$ cat config.mk
export PLATFORM = sky130hd
export DESIGN_NAME = dip_gray_rd_unpack
export DESIGN_NICKNAME = d
export VERILOG_FILES = /design/src/rtl/dip_gray_rd_unpack.sv
export SDC_FILE = /design/constraint.sdc
export NUM_CORES = 1
export LEC_CHECK = 0
export BUFFER_PORTS_ARGS = -buffer_cell sky130_fd_sc_hd__buf_2
export CORE_MARGIN = 2
export CORE_UTILIZATION = 58
export CTS_CLUSTER_DIAMETER = 100
export DETAILED_ROUTE_END_ITERATION = 10
export PLACE_DENSITY = 0.85
export SLEW_MARGIN = 30
export SYNTH_ARGS = -nofsm -noshare
export SYNTH_HDL_FRONTEND = slang
export SYNTH_SLANG_ARGS = --single-unit
$ cat constraint.sdc
create_clock -name pclk -period 3.23 [get_ports pclk]
set_clock_uncertainty 0.15 [all_clocks]
set_input_delay 0.4845 -clock pclk [delete_from_list [all_inputs] [get_ports pclk]]
set_output_delay 0.4845 -clock pclk [all_outputs]
set_load 0.05 [all_outputs]
$ cat src/rtl/dip_gray_rd_unpack.sv
// Display-side gray frame reader: pops RGB565-replicated words from the SDRAM read FIFO,
// recovers 8-bit gray and emits plain or binarized RGB565 with position and frame markers.
module dip_gray_rd_unpack #(
    parameter int H_ACT = 640,
    parameter int V_ACT = 480
) (
    input  logic        pclk,
    input  logic        rst_n,
    input  logic        frame_start,
    input  logic        pix_req,
    input  logic        disp_mode,
    input  logic [7:0]  bin_thresh,
    input  logic        rd_fifo_empty,
    input  logic [15:0] sdram_rd_data,
    output logic        sdram_rd_en,
    output logic [15:0] vga_rgb,
    output logic [7:0]  gray_data,
    output logic        pix_valid,
    output logic [9:0]  x_cnt,
    output logic [9:0]  y_cnt,
    output logic        line_done,
    output logic        frame_done,
    output logic        underflow
);

    localparam logic [9:0] X_LAST = 10'(H_ACT - 1);
    localparam logic [9:0] Y_LAST = 10'(V_ACT - 1);

    typedef enum logic [1:0] {
        ST_IDLE   = 2'd0,
        ST_ACTIVE = 2'd1,
        ST_DONE   = 2'd2
    } state_t;

    state_t      state_r;
    logic [9:0]  x_r;
    logic [9:0]  y_r;
    logic        s1_vld_r;
    logic        s1_empty_r;
    logic [9:0]  s1_x_r;
    logic [9:0]  s1_y_r;
    logic        take_s;
    logic        rd_en_s;
    logic [7:0]  gray_s;
    logic [15:0] rgb_s;
    logic        rd_data_unused_s;

    // The stored word replicates gray into all three fields; green carries the most bits.
    function automatic logic [7:0] gray_from_word(input logic [15:0] w);
        return {w[10:5], w[10:9]};
    endfunction

    function automatic logic [15:0] rgb_from_gray(input logic [7:0] g);
        return {g[7:3], g[7:2], g[7:3]};
    endfunction

    assign rd_data_unused_s = ^{sdram_rd_data[15:11], sdram_rd_data[4:0]};

    // Request acceptance and FIFO pop decode from registered state.
    always_comb begin
        take_s  = 1'b0;
        rd_en_s = 1'b0;
        if (pix_req && (state_r == ST_ACTIVE)) begin
            take_s  = 1'b1;
            rd_en_s = ~rd_fifo_empty;
        end else begin
            take_s  = 1'b0;
            rd_en_s = 1'b0;
        end
    end

    assign sdram_rd_en = rd_en_s;

    // Gray recovery and display formatting on the captured word; an underflowed slot shows black.
    always_comb begin
        gray_s = 8'h00;
        rgb_s  = 16'h0000;
        if (s1_empty_r) begin
            gray_s = 8'h00;
        end else begin
            gray_s = gray_from_word(sdram_rd_data);
        end
        if (disp_mode) begin
            rgb_s = (gray_s >= bin_thresh) ? 16'hFFFF : 16'h0000;
        end else begin
            rgb_s = rgb_from_gray(gray_s);
        end
    end

    // Frame state and request position counters.
    always_ff @(posedge pclk or negedge rst_n) begin
        if (!rst_n) begin
            state_r <= ST_IDLE;
            x_r     <= 10'd0;
            y_r     <= 10'd0;
        end else if (frame_start) begin
            state_r <= ST_ACTIVE;
            x_r     <= 10'd0;
            y_r     <= 10'd0;
        end else if (take_s) begin
            if (x_r == X_LAST) begin
                x_r <= 10'd0;
                if (y_r == Y_LAST) begin
                    y_r     <= 10'd0;
                    state_r <= ST_DONE;
                end else begin
                    y_r <= y_r + 10'd1;
                end
            end else begin
                x_r <= x_r + 10'd1;
            end
        end
    end

    // S1 slot: remembers whether a pixel was taken, its position and whether the pop was skipped.
    always_ff @(posedge pclk or negedge rst_n) begin
        if (!rst_n) begin
            s1_vld_r   <= 1'b0;
            s1_empty_r <= 1'b0;
            s1_x_r     <= 10'd0;
            s1_y_r     <= 10'd0;
        end else begin
            s1_vld_r   <= take_s;
            s1_empty_r <= take_s & rd_fifo_empty;
            s1_x_r     <= x_r;
            s1_y_r     <= y_r;
        end
    end

    // S2 output registers; pixel data and position hold between valid slots.
    always_ff @(posedge pclk or negedge rst_n) begin
        if (!rst_n) begin
            pix_valid  <= 1'b0;
            vga_rgb    <= 16'h0000;
            gray_data  <= 8'h00;
            x_cnt      <= 10'd0;
            y_cnt      <= 10'd0;
            line_done  <= 1'b0;
            frame_done <= 1'b0;
        end else begin
            pix_valid  <= s1_vld_r;
            line_done  <= s1_vld_r && (s1_x_r == X_LAST);
            frame_done <= s1_vld_r && (s1_x_r == X_LAST) && (s1_y_r == Y_LAST);
            if (s1_vld_r) begin
                vga_rgb   <= rgb_s;
                gray_data <= gray_s;
                x_cnt     <= s1_x_r;
                y_cnt     <= s1_y_r;
            end
        end
    end

    // Sticky underflow, cleared when a new frame begins.
    always_ff @(posedge pclk or negedge rst_n) begin
        if (!rst_n) begin
            underflow <= 1'b0;
        end else if (frame_start) begin
            underflow <= 1'b0;
        end else if (s1_vld_r && s1_empty_r) begin
            underflow <= 1'b1;
        end
    end

endmodule

==> reports/metrics.yaml, run 1 <==
placed_design:
  place_ws_ns: 0.918
  hpwl_mm: 4.70
  dpl_cell_area_mm2: 0.00382
  globalplace.congestion: 0.866
  numPortBuffers: 68
clock_network:
  hold_buffers: 0
  cts.sinks: 80
  cts.path.max_buffers: 2
  cts_tree: "built"
  path_clk_slew_ns: 0.08
  numCtsBuffers: 9
  cts_resized: 0
  cts_max_level: 3
  clockRootBuffer: "clkbuf_8"
  post_cts.repair.setup_buffers: 0
  worstSkewPairLatency_ns: 0.35
cells_and_area:
  final_area_mm2: 0.00406
  syn_to_final_growth_pct: 16.3
  drive_above_1_share_pct: 31.8
  post-route-util_pct: 69.4
  fin_nets: 407
  n_antenna_cell: 0
floorplanning:
  core_region_area_mm2: 0.00585
  die_h_um: 81.6
  io_pins: 79
  die_x_um: 81.6
  initial_core_util_pct: 59.6
  num_rows: 28
  die_area_mm2: 0.00665
timing:
  max_freq_mhz: 441
  tightest_slew_ns: 0.692
  min_period_ns: 2.27
  grt_setup_unrepaired: "false"
  tns_ns: 0
  holdWs_ns: -0.00386
  setup_slack_ns: 0.960
  slew_viol_final: 0
  slew_headroom_pct: 53.9
  fin_crit_sh_pct: 70.3
  hold_violations: 1
  finalSetupViolCount: 0
setup_path:
  rr_worst_depth: 7
  setup.worst_path.start_class: "flop"
  path_class: "reg2reg"
  cp-endpoint: "vga_rgb[10]$_DFFE_PN0P_"
  crit-reg2reg-launch: "s1_empty_r$_DFF_PN0_"
  critPathMaxFanout: 7
  reg2reg_to: "vga_rgb[10]$_DFFE_PN0P_"
  regToRegSetupSlack_ns: 0.96
  worst_setup_path_end_kind: "flop"
  critPathLaunch: "s1_empty_r$_DFF_PN0_"
  cp_data_required_time_ns: 3.29
  arrival_ns: 2.33
logic_synthesis:
  yosys.area.top_type_share_pct: 57.4
  synth_top_area_cell: "dfrtp_1"
  yosysWarnings: 0
  syn_nets: 345
  syn_inst: 305
  async_reset_ff_share_pct: 100
  synth_edf_count: 0
  ys_types: 41
  ys_seq_area_share_pct: 57.4
  netlist_top_cells_count: "dfrtp_1 (80), nor2_1 (31), nand2_1 (30)"
  syn_avg_cell_area_um2: 11.4
  netlist_top_cells_area: "dfrtp_1 (57%), mux2_2 (8.4%), ha_1 (3.6%), nor2_1 (3.3%), nand2_1 (3.2%)"
  ys_ff_latch: 80
  synthFlopType: "dfrtp_1"
  netlist_area_mm2: 0.00349
  yosys.cell_count.top_type: "dfrtp_1"
run_status:
  violations: "negative hold slack"
  status: "finished with violations"
routing:
  wire_per_inst_um: 15.8
  dr.pass1.iters: 4
  drc: 0
  drtIter0Drc: 172
  wirelength_mm: 7.07
  detail-route-antenna-nets: 0
  vias: 2443
  detail_route.vias_per_cell: 5.48
pwr:
  p_per_area_mw_per_mm2: 584
  vdd_drop_max_uv: 316
  p_leak_nw: 2.09
flow_run:
  cap_violations: 0
hold_path:
  min_path_type: "in2async"
global_routing:
  grt_pass1_vias: 2443
  grt_pass1_wl_mm: 11.5
  grt_max_degree: 81
  grt_overflow: 0
  grt_usage_pct: 23.6
  antenna_found_initial: 0
==> power by group <==
group	internal (mW)	switching, mW	total (mW)	leakage (nW)
Sequential	1.05	0.0396	1.09	1.07
Combinational	0.103	0.311	0.414	0.910
Clock	0.531	0.335	0.866	0.117
==> through the flow <==
step	power (mW)	hold slack, ns	std cells
2_1_floorplan	1.43	0.0389	305
3_3_place_gp	1.51	0.258	431
3_5_place_dp	1.52	0.271	431
4_1_cts	2.38	0.174	446
5_1_grt	2.46	0.0514	446
6_report	2.37	-0.00386	446
==> cells by family after synthesis <==
family                     count (synthesis)  synth area share [%]
AOI/OAI and AO/OA                         31                  5.63
xor gates and xnor gates                  12                  3.01
adders and majority gates                 10                  3.59
buffers and inverters                     34                  5.16
DFF                                       80                  57.4
muxes                                     26                  8.39
and+or+nand+nor                          112                  16.9
==> final cells by class <==
cell class	count	area, um2
clock inverters	3	90.1
clock buffers	12	145
repair buffers	71	369
inverters	14	52.6
fillers	417	1790
multi-input cells	191	1310
well taps	75	93.8
flip-flops and latches	80	2000
==> flip-flops by register name, indices dropped and copies added, names as in the netlist <==
name        flops
s1_x_r         10
s1_y_r         10
x_cnt          10
x_r            10
y_cnt          10
y_r            10
gray_data       6
vga_rgb         6
state_r         2
frame_done      1
line_done       1
pix_valid       1
s1_empty_r      1
s1_vld_r        1
underflow       1
==> layer usage <==
layer  global-route usage (%)  vias up  wire (um)  part of all wire [%]
li1                         -     1148          -                     -
met1                     28.2     1200       2920                    41
met2                     40.8       82       3580                    51
met3                     6.15       13        447                   6.3
met4                     8.98        0        121                   1.7
met5                        0        -          0                     0
==> worst min path at each step <==
stage / start / endpoint / slack (ns) / depth (start not counted)
floorplan: rst_n / frame_done$_DFF_PN0_ / 0.04 / 0
finish: rst_n / x_r[3]$_DFFE_PN0P_ / -0.004 / 1
detailed placement: x_r[9]$_DFFE_PN0P_ / s1_x_r[9]$_DFF_PN0_ / 0.27 / 0
CTS: rst_n / x_r[3]$_DFFE_PN0P_ / 0.17 / 1
global placement: x_r[9]$_DFFE_PN0P_ / s1_x_r[9]$_DFF_PN0_ / 0.26 / 0
global route: rst_n / x_r[3]$_DFFE_PN0P_ / 0.05 / 1
==> worst max-delay path, stage by stage (launching register included) <==
cell and delay [ns]:
dfrtp_1 0.47, nand2b_1 0.22, ha_1 0.27, nand2b_1 0.15
a21o_1 0.18, a21o_1 0.16, a21oi_1 0.36, o21ai_0 0.17
==> layout by cell type (no fill, tap or decap), types with 2 or more instances in the layout <==
cell type  instances
clkbuf_8          10
a21o_1             3
nand2_1           30
nor4_1             3
nand3_1            7
nor2_1            31
nor3_1             4
o21ai_0           10
or3_1              2
nor2b_1            5
clkbuf_1           2
mux2_2            26
xor2_1             9
a21oi_1           13
ha_1              10
buf_4              3
bufinv_16          3
nand4_1            6
and2_1             2
dfrtp_1           80
buf_2             67
nor3b_1            3
nand4b_1           2
and3_1             2
xnor2_1            3
nand2b_1           5
inv_1             14
(Power assumes the default switching activity.)
==> run 2: changes to the inputs <==
CORE_UTILIZATION = 48   (was 58)
PLACE_DENSITY = 0.75   (was 0.85)
clock period = 1.98 ns   (was 3.23 ns; I/O delays follow)
==> reports/metrics.yaml, run 2 (synthesis results as in run 1) <==
clock_network:
  numCtsBuffers: 9  # unchanged
  clockRootBuffer: "clkbuf_8"
  cts_max_level: 3  # unchanged
  cts.sinks: 80  # unchanged
  path_clk_slew_ns: 0.08  # about the same
  worstSkewPairLatency_ns: 0.35  # about the same
  cts_tree: "built"
  cts.path.max_buffers: 2  # unchanged
floorplanning:
  initial_core_util_pct: 48.9  # -11 points
  die_h_um: 89.3  # +9.4%
  num_rows: 31  # +11%
  die_x_um: 89.3  # +9.4%
  die_area_mm2: 0.00797  # +20%
  core_region_area_mm2: 0.00714  # +22%
  io_pins: 79  # unchanged
cells_and_area:
  fin_nets: 433  # +6.4%
  layout_commonest_cell: "dfrtp_1"
  most-common-layout-cells: "dfrtp_1 (80), buf_2 (67), nor2_1 (31)"
  n_antenna_cell: 0  # unchanged
  syn_to_final_growth_pct: 24.9
  drive_above_1_share_pct: 38.8  # +7.0 points
placed_design:
  globalplace.congestion: 0.949  # +9.6%
  numPortBuffers: 68  # unchanged
  hpwl_mm: 5.16  # +9.8%
pwr:
  total_power_mw: 3.89  # +64%
  p_leak_nw: 2.24  # +7.1%
  p_per_area_mw_per_mm2: 893  # +53%
  vdd_drop_max_uv: 376  # +19%
timing:
  slew_viol_final: 0  # unchanged
  finalSetupViolCount: 0  # unchanged
  fin_crit_sh_pct: 99.3  # +29 points
  hold_violations: 0  # -1
  tightest_slew_ns: 0.582  # -0.110 ns
  tns_ns: 0  # unchanged
  slew_headroom_pct: 60.9  # +7.0 points
  min_period_ns: 1.97  # -0.304 ns
  grt_setup_unrepaired: "true"
  max_freq_mhz: 509  # +15%
setup_path:
  cp_data_required_time_ns: 2.07  # -1.22 ns
  crit_buf_inv: 0  # unchanged
  critPathLaunch: "x_r[7]$_DFFE_PN0P_"
  worst_setup_path_end_kind: "flop"
  reg2reg_to: "y_r[6]$_DFFE_PN0P_"
  crit-reg2reg-launch: "x_r[7]$_DFFE_PN0P_"
  path_delay_family: "simple AND/OR/NAND/NOR gates"
  path_class: "reg2reg"
  cp_slowest_cell: "or3b_4"
  setup.worst_path.start_class: "flop"
  arrival_ns: 2.05  # -0.28 ns
  regToRegSetupSlack_ns: 0.01  # -0.95 ns
  rr_worst_depth: 5  # -2
  cp_cell_sequence: "or3b_4 -> o41ai_4 -> or3b_1 -> xor2_1 -> nor2_2"
  cpPeakStageDelay_ns: 0.43  # -0.04 ns
  critPathMaxFanout: 3  # -4
routing:
  drc: 0  # unchanged
  wire_per_inst_um: 14.4  # -9.2%
  detail_route.vias_per_cell: 5.06  # -7.7%
  wirelength_mm: 7.14  # +1.0%
  dr.pass1.iters: 4  # unchanged
  vias: 2509  # +2.7%
  detail-route-antenna-nets: 0  # unchanged
  drtIter0Drc: 134  # -22%
global_routing:
  grt_max_degree: 46  # -43%
  grt_overflow: 0  # unchanged
  antenna_found_initial: 0  # unchanged
  grt_pass1_wl_mm: 11.4  # -1.1%
  grt_pass1_vias: 2444  # +0.041%
  grt_usage_pct: 19.1  # -4.5 points
hold_path:
  min_path_type: "in2reg"
  min-delay-start: "rd_fifo_empty"
  hold-path-endpoint: "s1_empty_r$_DFF_PN0_"
  hold_depth: 2
run_status:
  status: "complete, no violations"
flow_run:
  cap_violations: 0  # unchanged
[run 2: per-stage QoR]
| stage | setup WS, ns | std cells | hold WS [ns] | area [um2] | utilization [%] |
|---|---|---|---|---|---|
| after global placement | 0.0425 | 479 | 0.177 | 4060 | 56.8 |
| final | 0.0147 | 496 | 0.0736 | 4360 | 61.1 |
| after CTS | 0.0128 | 495 | 0.0608 | 4300 | 60.3 |
| after global routing | -0.0414 | 496 | 0.0750 | 4360 | 61.1 |
| after floorplan | 0.0466 | 305 | -0.149 | 3490 | - |
| after detailed placement | 0.00692 | 479 | 0.186 | 4060 | 56.8 |
[run 2: how the worst max path moves through the flow]
stage / endpoint / cells after the start / slack [ns]
floorplan: vga_rgb[10]$_DFFE_PN0P_ / 7 / 0.05
global placement: y_r[9]$_DFFE_PN0P_ / 6 / 0.04
detailed placement: y_r[9]$_DFFE_PN0P_ / 6 / 0.007
CTS: y_r[5]$_DFFE_PN0P_ / 6 / 0.01
global route: y_r[6]$_DFFE_PN0P_ / 5 / -0.04
finish: y_r[6]$_DFFE_PN0P_ / 5 / 0.01
[run 2: where the power goes]
part,switching (mW),internal (mW)
sequential,0.0546,1.71
combinational,0.528,0.206
clock,0.565,0.828
total,1.15,2.75
[run 2: routing by layer]
metal,vias to the layer above,part of all wire [%],global-route usage [%]
met4,0,2.3,9.23
li1,1204,-,-
met5,-,0,0
met3,15,6.1,4.71
met2,89,47,31.5
met1,1201,44,23.6
[run 2: final cells by class]
| cell class | count | area [um2] |
|---|---|---|
| Clock inverter | 6 | 109 |
| Timing Repair Buffer | 97 | 588 |
| Sequential cell | 80 | 2000 |
| Inverter | 14 | 52.6 |
| Multi-Input combinational cell | 191 | 1360 |
| Tap cell | 99 | 124 |
| Fill cell | 579 | 2780 |
| Clock buffer | 9 | 124 |
[run 2: what timing repair did]
| action | CTS | global route |
|---|---|---|
| hold buffers | 1 | 0 |
| setup endpoints to repair | 1 | 19 |
| hold endpoints to repair | 43 | 0 |
| pin swaps | 0 | 3 |
| resized for setup | 1 | 13 |
| setup buffers | 0 | 1 |
